[config.mk]
export PLATFORM = sky130hd
export DESIGN_NAME = ballot_collector
export DESIGN_NICKNAME = d
export VERILOG_FILES = /design/src/rtl/ballot_collector_pkg.sv /design/src/rtl/ballot_collector_decode.sv /design/src/rtl/ballot_collector.sv
export SDC_FILE = /design/constraint.sdc
export NUM_CORES = 1
export LEC_CHECK = 0
export ABC_AREA = 1
export BUFFER_PORTS_ARGS = -buffer_cell sky130_fd_sc_hd__buf_2
export CORE_MARGIN = 2
export CORE_UTILIZATION = 52
export CTS_CLUSTER_DIAMETER = 100
export DETAILED_ROUTE_END_ITERATION = 12
export GPL_ROUTABILITY_DRIVEN = 0
export PLACE_DENSITY = 0.76
export RECOVER_POWER = 50
export SYNTH_ARGS = -nofsm -noshare
export SYNTH_HDL_FRONTEND = slang
export SYNTH_HIERARCHICAL = 1
export SYNTH_SLANG_ARGS = --single-unit
[constraint.sdc]
create_clock -name clk -period 2.7 [get_ports clk]
set_input_delay 0 -clock clk [delete_from_list [all_inputs] [get_ports clk]]
set_output_delay 0 -clock clk [all_outputs]
set_load 0.02 [all_outputs]
[src/rtl/ballot_collector_pkg.sv]
// Shared encodings for the ballot collector and the downstream vote evaluator:
// voter class codes and the collector's round-state encoding.
package ballot_collector_pkg;

   localparam logic [1:0] CLS_NP   = 2'd0;
   localparam logic [1:0] CLS_VIP  = 2'd1;
   localparam logic [1:0] CLS_VVIP = 2'd2;
   localparam logic [1:0] CLS_RSV  = 2'd3;

   typedef enum logic [1:0] {
      IDLE = 2'd0,
      OPEN = 2'd1,
      HOLD = 2'd2
   } state_t;

endpackage

[src/rtl/ballot_collector_decode.sv]
// Combinational ballot decoder: maps class/index onto a one-hot bit of the
// concatenated voted mask {vvip, vip, np}, and flags malformed ballots and
// ballots from voters whose mask bit is already set.
module ballot_decode
   import ballot_collector_pkg::*;
#(
   parameter int NP_W   = 32,
   parameter int VIP_W  = 8,
   parameter int MASK_W = NP_W + VIP_W + 1
) (
   input  logic [1:0]        cls,
   input  logic [4:0]        idx,
   input  logic [MASK_W-1:0] voted,
   output logic [MASK_W-1:0] set_en,
   output logic              malformed,
   output logic              duplicate
);

   localparam logic [MASK_W-1:0] ONE = MASK_W'(1);

   // Decode the ballot into its mask position; out-of-range ballots select nothing.
   always_comb begin
      set_en    = '0;
      malformed = 1'b0;
      case (cls)
         CLS_NP: begin
            if (int'(idx) < NP_W) begin
               set_en = ONE << int'(idx);
            end else begin
               malformed = 1'b1;
            end
         end
         CLS_VIP: begin
            if (int'(idx) < VIP_W) begin
               set_en = ONE << (NP_W + int'(idx));
            end else begin
               malformed = 1'b1;
            end
         end
         CLS_VVIP: begin
            if (idx == 5'd0) begin
               set_en = ONE << (MASK_W - 1);
            end else begin
               malformed = 1'b1;
            end
         end
         default: begin
            malformed = 1'b1;
         end
      endcase
      duplicate = |(set_en & voted);
   end

endmodule

[src/rtl/ballot_collector.sv]
// Ballot collector: opens a voting round on start, accepts one ballot per
// cycle while open, closes on close or timeout, then holds the yes-vectors
// with out_valid until the consumer acknowledges.
module ballot_collector
   import ballot_collector_pkg::*;
#(
   parameter int NP_W    = 32,
   parameter int VIP_W   = 8,
   parameter int TIMEOUT = 1024
) (
   input  logic             clk,
   input  logic             reset,
   input  logic             start,
   input  logic             in_valid,
   output logic             in_ready,
   input  logic [1:0]       in_class,
   input  logic [4:0]       in_idx,
   input  logic             in_yes,
   input  logic             close,
   output logic [NP_W-1:0]  np,
   output logic [VIP_W-1:0] vip,
   output logic             vvip,
   output logic             out_valid,
   input  logic             out_ack,
   output logic [5:0]       ballot_cnt,
   output logic             dup_err,
   output logic             bad_err
);

   localparam int MASK_W = NP_W + VIP_W + 1;
   localparam int TMO_W  = (TIMEOUT > 1) ? $clog2(TIMEOUT) : 1;
   localparam logic [TMO_W-1:0] TMO_LAST = (TIMEOUT > 0) ? TMO_W'(TIMEOUT - 1) : '0;

   state_t            state_r;
   state_t            state_next_s;
   logic [MASK_W-1:0] voted_r;
   logic [MASK_W-1:0] vote_r;
   logic [TMO_W-1:0]  tmo_r;
   logic [MASK_W-1:0] set_en_s;
   logic              malformed_s;
   logic              duplicate_s;
   logic              accept_s;
   logic              timeout_s;
   logic              open_start_s;

   ballot_decode #(
      .NP_W   (NP_W),
      .VIP_W  (VIP_W),
      .MASK_W (MASK_W)
   ) u_decode (
      .cls       (in_class),
      .idx       (in_idx),
      .voted     (voted_r),
      .set_en    (set_en_s),
      .malformed (malformed_s),
      .duplicate (duplicate_s)
   );

   assign accept_s     = in_valid & in_ready;
   assign timeout_s    = (TIMEOUT != 0) && (tmo_r == TMO_LAST);
   assign open_start_s = (state_r == IDLE) && start;

   assign np   = vote_r[NP_W-1:0];
   assign vip  = vote_r[NP_W+VIP_W-1:NP_W];
   assign vvip = vote_r[MASK_W-1];

   // Next-state logic: start opens, close/timeout freezes, ack releases.
   always_comb begin
      state_next_s = state_r;
      case (state_r)
         IDLE: begin
            if (start) begin
               state_next_s = OPEN;
            end else begin
               state_next_s = IDLE;
            end
         end
         OPEN: begin
            if (close || timeout_s) begin
               state_next_s = HOLD;
            end else begin
               state_next_s = OPEN;
            end
         end
         HOLD: begin
            if (out_ack) begin
               state_next_s = IDLE;
            end else begin
               state_next_s = HOLD;
            end
         end
         default: begin
            state_next_s = IDLE;
         end
      endcase
   end

   // State register with handshake outputs registered from the next state.
   always_ff @(posedge clk or posedge reset) begin
      if (reset) begin
         state_r   <= IDLE;
         in_ready  <= 1'b0;
         out_valid <= 1'b0;
      end else begin
         state_r   <= state_next_s;
         in_ready  <= (state_next_s == OPEN);
         out_valid <= (state_next_s == HOLD);
      end
   end

   // Timeout counter: cleared when a round opens, counts every open cycle.
   always_ff @(posedge clk or posedge reset) begin
      if (reset) begin
         tmo_r <= '0;
      end else if (open_start_s) begin
         tmo_r <= '0;
      end else if (state_r == OPEN) begin
         tmo_r <= tmo_r + TMO_W'(1);
      end else begin
         tmo_r <= tmo_r;
      end
   end

   // Ballot accumulation: first well-formed vote per voter wins, errors are sticky.
   always_ff @(posedge clk or posedge reset) begin
      if (reset) begin
         voted_r    <= '0;
         vote_r     <= '0;
         ballot_cnt <= 6'd0;
         dup_err    <= 1'b0;
         bad_err    <= 1'b0;
      end else if (open_start_s) begin
         voted_r    <= '0;
         vote_r     <= '0;
         ballot_cnt <= 6'd0;
         dup_err    <= 1'b0;
         bad_err    <= 1'b0;
      end else if (accept_s) begin
         if (malformed_s) begin
            bad_err <= 1'b1;
         end else if (duplicate_s) begin
            dup_err <= 1'b1;
         end else begin
            voted_r    <= voted_r | set_en_s;
            vote_r     <= (vote_r & ~set_en_s) | (set_en_s & {MASK_W{in_yes}});
            ballot_cnt <= ballot_cnt + 6'd1;
         end
      end else begin
         voted_r    <= voted_r;
         vote_r     <= vote_r;
         ballot_cnt <= ballot_cnt;
      end
   end

endmodule

==> out/qor.txt, run 1 <==
OUTCOME
---------------------------------------------------------------------------------
Outcome ............................................................ complete, but fails checks
Violated checks .................................................... capacitance limit, slew limit

TIMING
---------------------------------------------------------------------------------
Setup TNS Final ....................................................         0 ns
Clock period minus final worst setup slack .........................     2.085 ns
Fin. max-slew vios .................................................           28
Number of hold violations in the final report ......................            0
Relative max-transition margin .....................................     -0.1009%
Worst setup margin .................................................    0.6152 ns
Maximum operating frequency ........................................    479.7 MHz
Transition time at the pin with the least slew margin ..............     1.502 ns
Final setup viols ..................................................            0
Clock Skew .........................................................  0.004883 ns
Share of the clock period used by the worst path after layout ......       77.21%
Unrepaired setup endpoints after global routing ....................        false

LAYOUT
---------------------------------------------------------------------------------
FILL cells .........................................................          928
Fraction of final layout cells sized beyond drive strength 1 .......       8.713%
Inserted Diodes ....................................................            0
Net count, final ...................................................          780
Area growth syn-to-layout ..........................................       11.41%
Final instance area ................................................    5816 um^2

YOSYS
---------------------------------------------------------------------------------
Post-synthesis sequential element count ............................          104
Number of warnings reported in the yosys synthesis log .............            6
Post-synthesis net count ...........................................          718
Cell count after synthesis .........................................          702
Async set-reset flop share out of synthesis ........................       100.0%
Top cell type's share of synthesized area ..........................       49.86%
Commonest register cell after synthesis ............................ sky130_fd_sc_hd__dfrtp_1
Avg Inst Size Synth ................................................   7.436 um^2
Most common library cells after synthesis .......................... 160 x sky130_fd_sc_hd__nand2_1, 109 x sky130_fd_sc_hd__nor2_1, 104 x sky130_fd_sc_hd__dfrtp_1
Area leader, netlist ............................................... sky130_fd_sc_hd__dfrtp_1
Leading post-synthesis cells by cell area .......................... sky130_fd_sc_hd__dfrtp_1 50%, sky130_fd_sc_hd__nand2_1 12%, sky130_fd_sc_hd__nand3_1 8.9%, sky130_fd_sc_hd__nor2_1 7.8%, sky130_fd_sc_hd__a21oi_1 7.1%
Portion of the post-synthesis area used by sequential elements .....       49.86%
Number of different library cells in the post-synthesis netlist ....           23
Post-Syn Area ......................................................    5220 um^2
EDFF count, synth ..................................................            0
Top-count cell post-synth .......................................... sky130_fd_sc_hd__nand2_1

DRT
---------------------------------------------------------------------------------
Via density per instance ...........................................        5.289
DRC marker count from the first detailed-route iteration ...........          397
Total number of vias ...............................................         4771
Remaining antenna violation count after routing ....................            0
Detailed Routing Iterations Pass 1 .................................            5
Wire length per cell after detailed routing ........................     13.99 um
Post-route DRC .....................................................            0
Aggregate routed wire length .......................................     12.62 mm

CTS
---------------------------------------------------------------------------------
Total clock sinks ..................................................          104
Library cell used as clock root buffer ............................. sky130_fd_sc_hd__clkbuf_8
Register clock-pin slew on the reported worst setup and hold paths .      0.10 ns
Buffers inserted by post-CTS timing repair .........................            0
H-tree Lvls ........................................................            3
Clock network latency to the later pin of the worst-skew pair ......      0.37 ns
Clock tree from TritonCTS ..........................................          yes
Longest Clk Path Bufs ..............................................            2
Number of CTS-inserted buffers .....................................            9

GRT
---------------------------------------------------------------------------------
Maximum number of pins on one net before global-route repair .......           76
Number of antenna violations at the first check in global routing ..            0
First-pass GRT wire length .........................................     21.45 mm
Overflow after GRT .................................................            0
Via count of the first global-routing pass .........................         4484
Overall Global Routing Usage .......................................       24.38%

POWER AND IR DROP
---------------------------------------------------------------------------------
Clock power frac ...................................................        27.6%
Static power due to leakage ........................................  0.002834 uW
Portion of total power attributed to sequential cells ..............        50.0%
Power density normalized to cell area .............................. 594.9 nW/um^2
Net switching power ................................................      1202 uW
Internal power consumption .........................................      2257 uW
Switching Share ....................................................       34.76%
Total power of the final layout ....................................      3459 uW
Combinational fraction of design power .............................        22.3%
Worst voltage drop across the vdd grid .............................    0.3832 mV

WORST SETUP PATH
---------------------------------------------------------------------------------
Signal arrival time at the worst endpoint ..........................      2.39 ns
Crit Path Class ....................................................   reg -> reg
Start point of the critical path ................................... voted_r[34]$_DFFE_PP0P_
Crit start category ................................................     register
Reg-to-reg critical path startpoint ................................ voted_r[34]$_DFFE_PP0P_
Data required time of the worst path ...............................      3.00 ns
Kind of end point of the critical path .............................     register
Critical-path maximum fanout .......................................           75

PLACEMENT
---------------------------------------------------------------------------------
Minimum setup slack after placement ................................    0.4346 ns
Detailed placer's ending HPWL ......................................     8.935 mm
Count of buffers from port buffering ...............................           64
Total placed instance area .........................................    5644 um^2

MIN PATH
---------------------------------------------------------------------------------
Worst min-delay path class .........................................    in -> reg
Hold path startpoint ...............................................  in_class[0]

FLOORPLAN
---------------------------------------------------------------------------------
Number of cell rows ................................................           36
Core area ..........................................................    9774 um^2
Die X-Extent .......................................................     104.2 um
I/O pin count ......................................................           65
Floorplan die area .................................................   10860 um^2
Chip height ........................................................     104.2 um
Initial standard-cell utilization of the core ......................       53.41%

RUN
---------------------------------------------------------------------------------
Number of maximum-capacitance constraint violations ................            2

==> cells in the final DEF (no fill, tap or decap), drive strengths merged <==
cell           n
nand3         93
o21ai         12
inv          102
nand4          2
bufinv         1
dfrtp        104
a31oi          1
nor4           1
ha             2
clkinvlp       3
clkbuf        48
dlygate4sd3    5
nand2        166
a22oi          1
nor2         112
buf           32
nor3           2
nand3b         5
clkinv         3
a21oi         74
==> layout make-up <==
type                    instances  area [um^2]  area share, %
repair buffers                 75        376.6          6.476
well taps                     133        166.4          2.861
flip-flops and latches        104         2603          44.75
inverters                     103        387.9          6.670
clock buffers                  10        127.6          2.194
clock inverters                 6        60.06          1.033
multi-input cells             471         2095          36.02
==> state kept, by name (all words and copies together), names as in the netlist <==
name,flops
voted_r,41
tmo_r,10
in_ready,1
vote_r,41
ballot_cnt,6
dup_err,1
state_r,2
out_valid,1
bad_err,1
==> kinds of logic (layout without fill, tap and decap cells) <==
group / Yosys count / after routing / synth area share [%]
flops: 104 / 104 / 49.86
buf+inv: 127 / 194 / 10.16
simple gates: 381 / 381 / 30.99
fa+ha+maj: 2 / 2 / 0.4793
compound gates: 88 / 88 / 8.509
==> per-layer routing <==
metal  GRT usage [%]  vias up  routed length (um)
li1                -     2332                   -
met1           34.27     2253                5603
met2           38.30      168                5935
met3           5.263       18                 900
met4           7.046        0                 177
met5               0        -                   0
==> final timing paths <==
path,to,slack [ns],cells after the start
max,vote_r[4]$_DFFE_PP0P_,0.62,14
min,voted_r[40]$_DFFE_PP0P_,0.04,4
max reg2reg,vote_r[4]$_DFFE_PP0P_,0.62,14
min reg2reg,bad_err$_DFFE_PP0P_,0.51,2
max in group asynchronous,voted_r[30]$_DFFE_PP0P_,0.65,4
min in group asynchronous,ballot_cnt[3]$_DFFE_PP0P_,0.22,3
==> power by group through the flow <==
stage               clock network, uW  registers [uW]  logic [uW]
floorplan                           0            1790         556
finish                            956            1730         773
CTS                               975            1730         785
global route                     1040            1740         858
detailed placement                  0            1760         773
global placement                    0            1750         753
==> worst max-delay path: stages (launching register included) <==
cell,delay (ns)
sky130_fd_sc_hd__dfrtp_1,0.42
sky130_fd_sc_hd__nand3_1,0.09
sky130_fd_sc_hd__nand2_1,0.06
sky130_fd_sc_hd__nor2_1,0.10
sky130_fd_sc_hd__nand2_1,0.05
sky130_fd_sc_hd__nor2_1,0.14
sky130_fd_sc_hd__nand3_1,0.13
sky130_fd_sc_hd__nor2_1,0.15
sky130_fd_sc_hd__nand2_2,0.11
sky130_fd_sc_hd__nand2_2,0.10
sky130_fd_sc_hd__buf_12,0.27
sky130_fd_sc_hd__nand2_1,0.15
sky130_fd_sc_hd__nand2_1,0.08
sky130_fd_sc_hd__nand2_1,0.04
sky130_fd_sc_hd__nor2_1,0.10
==> through the flow <==
step           hold slack, ns  utilization, %  std cells
5_1_grt               0.07073           59.50        902
2_1_floorplan          0.1905               -        702
3_5_place_dp          0.01289           57.74        881
6_report              0.03615           59.50        902
4_1_cts               0.01738           60.18        902
3_3_place_gp         0.006417           57.74        881
==> timing repair <==
item / CTS / global route
endpoints found under the hold margin: 48 / 0
hold buffers: 5 / 0
resized for setup: 0 / 0
No activity file was read; power rests on OpenSTA's default activity.
==> inputs of run 2 (changes only) <==
--- a/config.mk
+++ b/config.mk
@@ -8,7 +8,7 @@
 export ABC_AREA = 1
 export BUFFER_PORTS_ARGS = -buffer_cell sky130_fd_sc_hd__buf_2
 export CORE_MARGIN = 2
-export CORE_UTILIZATION = 52
+export CORE_UTILIZATION = 55
 export CTS_CLUSTER_DIAMETER = 100
 export DETAILED_ROUTE_END_ITERATION = 12
 export GPL_ROUTABILITY_DRIVEN = 0
==> constraint.sdc (replaced) <==
create_clock -name clk -period 2 [get_ports clk]
set_input_delay 0 -clock clk [delete_from_list [all_inputs] [get_ports clk]]
set_output_delay 0 -clock clk [all_outputs]
set_load 0.02 [all_outputs]
==> out/qor.txt, run 2 (synthesized netlist as in run 1, its figures left out) <==
TIMING
---------------------------------------------------------------------------------
Share of the clock period used by the worst path after layout ......       95.82%
Setup TNS Final ....................................................         0 ns
Worst setup margin .................................................   0.08351 ns
Final setup viols ..................................................            0
Unrepaired setup endpoints after global routing ....................         true
Clock period minus final worst setup slack .........................     1.916 ns
Relative max-transition margin .....................................       6.077%
Transition time at the pin with the least slew margin ..............     1.409 ns
Number of hold violations in the final report ......................            0
Fin. max-slew vios .................................................            0
Maximum operating frequency ........................................    521.8 MHz
Clock Skew .........................................................  0.009842 ns

DRT
---------------------------------------------------------------------------------
Aggregate routed wire length .......................................     13.18 mm
Total number of vias ...............................................         4915
Wire length per cell after detailed routing ........................     14.30 um
DRC marker count from the first detailed-route iteration ...........          456
Remaining antenna violation count after routing ....................            0
Via density per instance ...........................................        5.331
Post-route DRC .....................................................            0
Detailed Routing Iterations Pass 1 .................................            5

POWER AND IR DROP
---------------------------------------------------------------------------------
Power density normalized to cell area .............................. 807.4 nW/um^2
Clock power frac ...................................................        25.5%
Internal power consumption .........................................      3271 uW
Switching Share ....................................................       34.39%
Worst voltage drop across the vdd grid .............................    0.5097 mV
Combinational fraction of design power .............................        27.7%
Static power due to leakage ........................................  0.003091 uW
Net switching power ................................................      1715 uW
Portion of total power attributed to sequential cells ..............        46.8%

LAYOUT
---------------------------------------------------------------------------------
FILL cells .........................................................          796
Area growth syn-to-layout ..........................................       18.31%
Net count, final ...................................................          804
Post-route non-filler standard cell count ..........................          922
Inserted Diodes ....................................................            0
Most common cell after layout, fill and taps aside ................. sky130_fd_sc_hd__nand2_1
Fraction of final layout cells sized beyond drive strength 1 .......       15.13%
Largest registers in the final layout .............................. vote_r: 41 flops, voted_r: 41 flops, tmo_r: 10 flops
Final instance area ................................................    6176 um^2
Most frequent cells in the layout .................................. 155 x sky130_fd_sc_hd__nand2_1, 108 x sky130_fd_sc_hd__nor2_1, 104 x sky130_fd_sc_hd__dfrtp_1

CTS
---------------------------------------------------------------------------------
H-tree Lvls ........................................................            3
Library cell used as clock root buffer ............................. sky130_fd_sc_hd__clkbuf_8
Clock network latency to the later pin of the worst-skew pair ......      0.37 ns
Number of CTS-inserted buffers .....................................            9
Total clock sinks ..................................................          104
Longest Clk Path Bufs ..............................................            2
Register clock-pin slew on the reported worst setup and hold paths .      0.09 ns
Clock tree from TritonCTS ..........................................          yes
Buffers inserted by post-CTS timing repair .........................            0

RUN
---------------------------------------------------------------------------------
Number of maximum-capacitance constraint violations ................            0

GRT
---------------------------------------------------------------------------------
Via count of the first global-routing pass .........................         4511
Overflow after GRT .................................................            0
First-pass GRT wire length .........................................     21.18 mm
Maximum number of pins on one net before global-route repair .......          105
Number of antenna violations at the first check in global routing ..            0
Overall Global Routing Usage .......................................       26.07%

WORST SETUP PATH
---------------------------------------------------------------------------------
Data required time of the worst path ...............................      2.30 ns
Kind of end point of the critical path .............................     register
Reg2Reg Setup Slack ................................................      0.08 ns
Critical-path maximum fanout .......................................           18
Signal arrival time at the worst endpoint ..........................      2.21 ns
Crit Path Class ....................................................   reg -> reg
Crit start category ................................................     register

FLOORPLAN
---------------------------------------------------------------------------------
Initial standard-cell utilization of the core ......................       56.49%
Floorplan die area .................................................   10290 um^2
Die X-Extent .......................................................     101.4 um
I/O pin count ......................................................           65
Chip height ........................................................     101.4 um
Core area ..........................................................    9240 um^2
Number of cell rows ................................................           35

PLACEMENT
---------------------------------------------------------------------------------
Detailed placer's ending HPWL ......................................     8.858 mm
Cell count after placement .........................................          897
Total placed instance area .........................................    5814 um^2
Count of buffers from port buffering ...............................           64
Minimum setup slack after placement ................................  -0.04222 ns

OUTCOME
---------------------------------------------------------------------------------
Outcome ............................................................ finished, final reports clean

MIN PATH
---------------------------------------------------------------------------------
Worst min-delay path class .........................................    in -> reg

## run 2: cell count changes in the layout (fill, tap and decap cells not counted), moves of 3 or more
cell | before | now
sky130_fd_sc_hd__nand2_2 | 5 | 9
sky130_fd_sc_hd__clkbuf_8 | 9 | 12
sky130_fd_sc_hd__buf_4 | 3 | 22
sky130_fd_sc_hd__clkinv_2 | 3 | 0
sky130_fd_sc_hd__buf_2 | 28 | 48
sky130_fd_sc_hd__nand2_1 | 160 | 155
sky130_fd_sc_hd__clkbuf_1 | 38 | 17
sky130_fd_sc_hd__clkbuf_16 | 0 | 5
## run 2: power groups by stage
stage | Combinational (uW) | Sequential [uW] | Clock [uW]
floorplan | 751 | 2420 | 0
global placement | 1080 | 2360 | 0
detailed placement | 1120 | 2370 | 0
CTS | 1130 | 2330 | 1300
global route | 1500 | 2350 | 1380
finish | 1380 | 2330 | 1270
## run 2: worst paths after layout
kind                       depth (start not counted)                        end              startpoint
max                                               12     vote_r[37]$_DFFE_PP0P_  voted_r[6]$_DFFE_PP0P_
min                                                5        bad_err$_DFFE_PP0P_                in_valid
max reg2reg                                       12     vote_r[37]$_DFFE_PP0P_  voted_r[6]$_DFFE_PP0P_
min reg2reg                                        1       tmo_r[4]$_DFFE_PP0P_    tmo_r[4]$_DFFE_PP0P_
max in group asynchronous                          4     voted_r[1]$_DFFE_PP0P_                   reset
min in group asynchronous                          4  ballot_cnt[3]$_DFFE_PP0P_                   reset
## run 2: repair_timing
action | CTS | global route
endpoints found under the hold margin | 108 | 0
gates resized for setup | 0 | 9
hold buffers | 4 | 0
setup endpoints to repair | 0 | 49
## run 2: worst max-delay path: stages (launching register included)
cell and delay (ns):
sky130_fd_sc_hd__dfrtp_1 0.42, sky130_fd_sc_hd__nand3_1 0.12, sky130_fd_sc_hd__nand2_1 0.06, sky130_fd_sc_hd__nor2_1 0.09, sky130_fd_sc_hd__nand2_1 0.06, sky130_fd_sc_hd__nor2_1 0.10, sky130_fd_sc_hd__nand3_1 0.12, sky130_fd_sc_hd__nor2_1 0.13
sky130_fd_sc_hd__nand2_2 0.11, sky130_fd_sc_hd__nand2_8 0.15, sky130_fd_sc_hd__clkbuf_16 0.20, sky130_fd_sc_hd__nand3_1 0.09, sky130_fd_sc_hd__a21oi_2 0.17
## run 2: final cells by class
type,count,area [um^2],area share [%]
Timing Repair Buffer,99,698.2,11.30
Inverter,103,390.4,6.321
Clock buffer,13,168.9,2.735
Sequential cell,104,2603,42.14
Clock inverter,3,25.02,0.4052
Multi-Input combinational cell,471,2130,34.48
Tap cell,129,161.4,2.613
## run 2: stage by stage
step	power, uW	util [%]	hold slack [ns]
global placement	3446	62.92	0.2030
detailed placement	3483	62.92	0.2095
global route	5230	66.84	0.06138
CTS	4762	65.46	0.008957
finish	4986	66.84	0.02069
floorplan	3170	-	0.1905
## run 2: metal layers
metal | GRT usage (%) | vias up | wire length, um
met5 | 0 | - | 0
met4 | 5.509 | 0 | 179
met3 | 6.280 | 28 | 1011
met2 | 40.50 | 189 | 6270
met1 | 37.69 | 2319 | 5721
li1 | - | 2379 | -
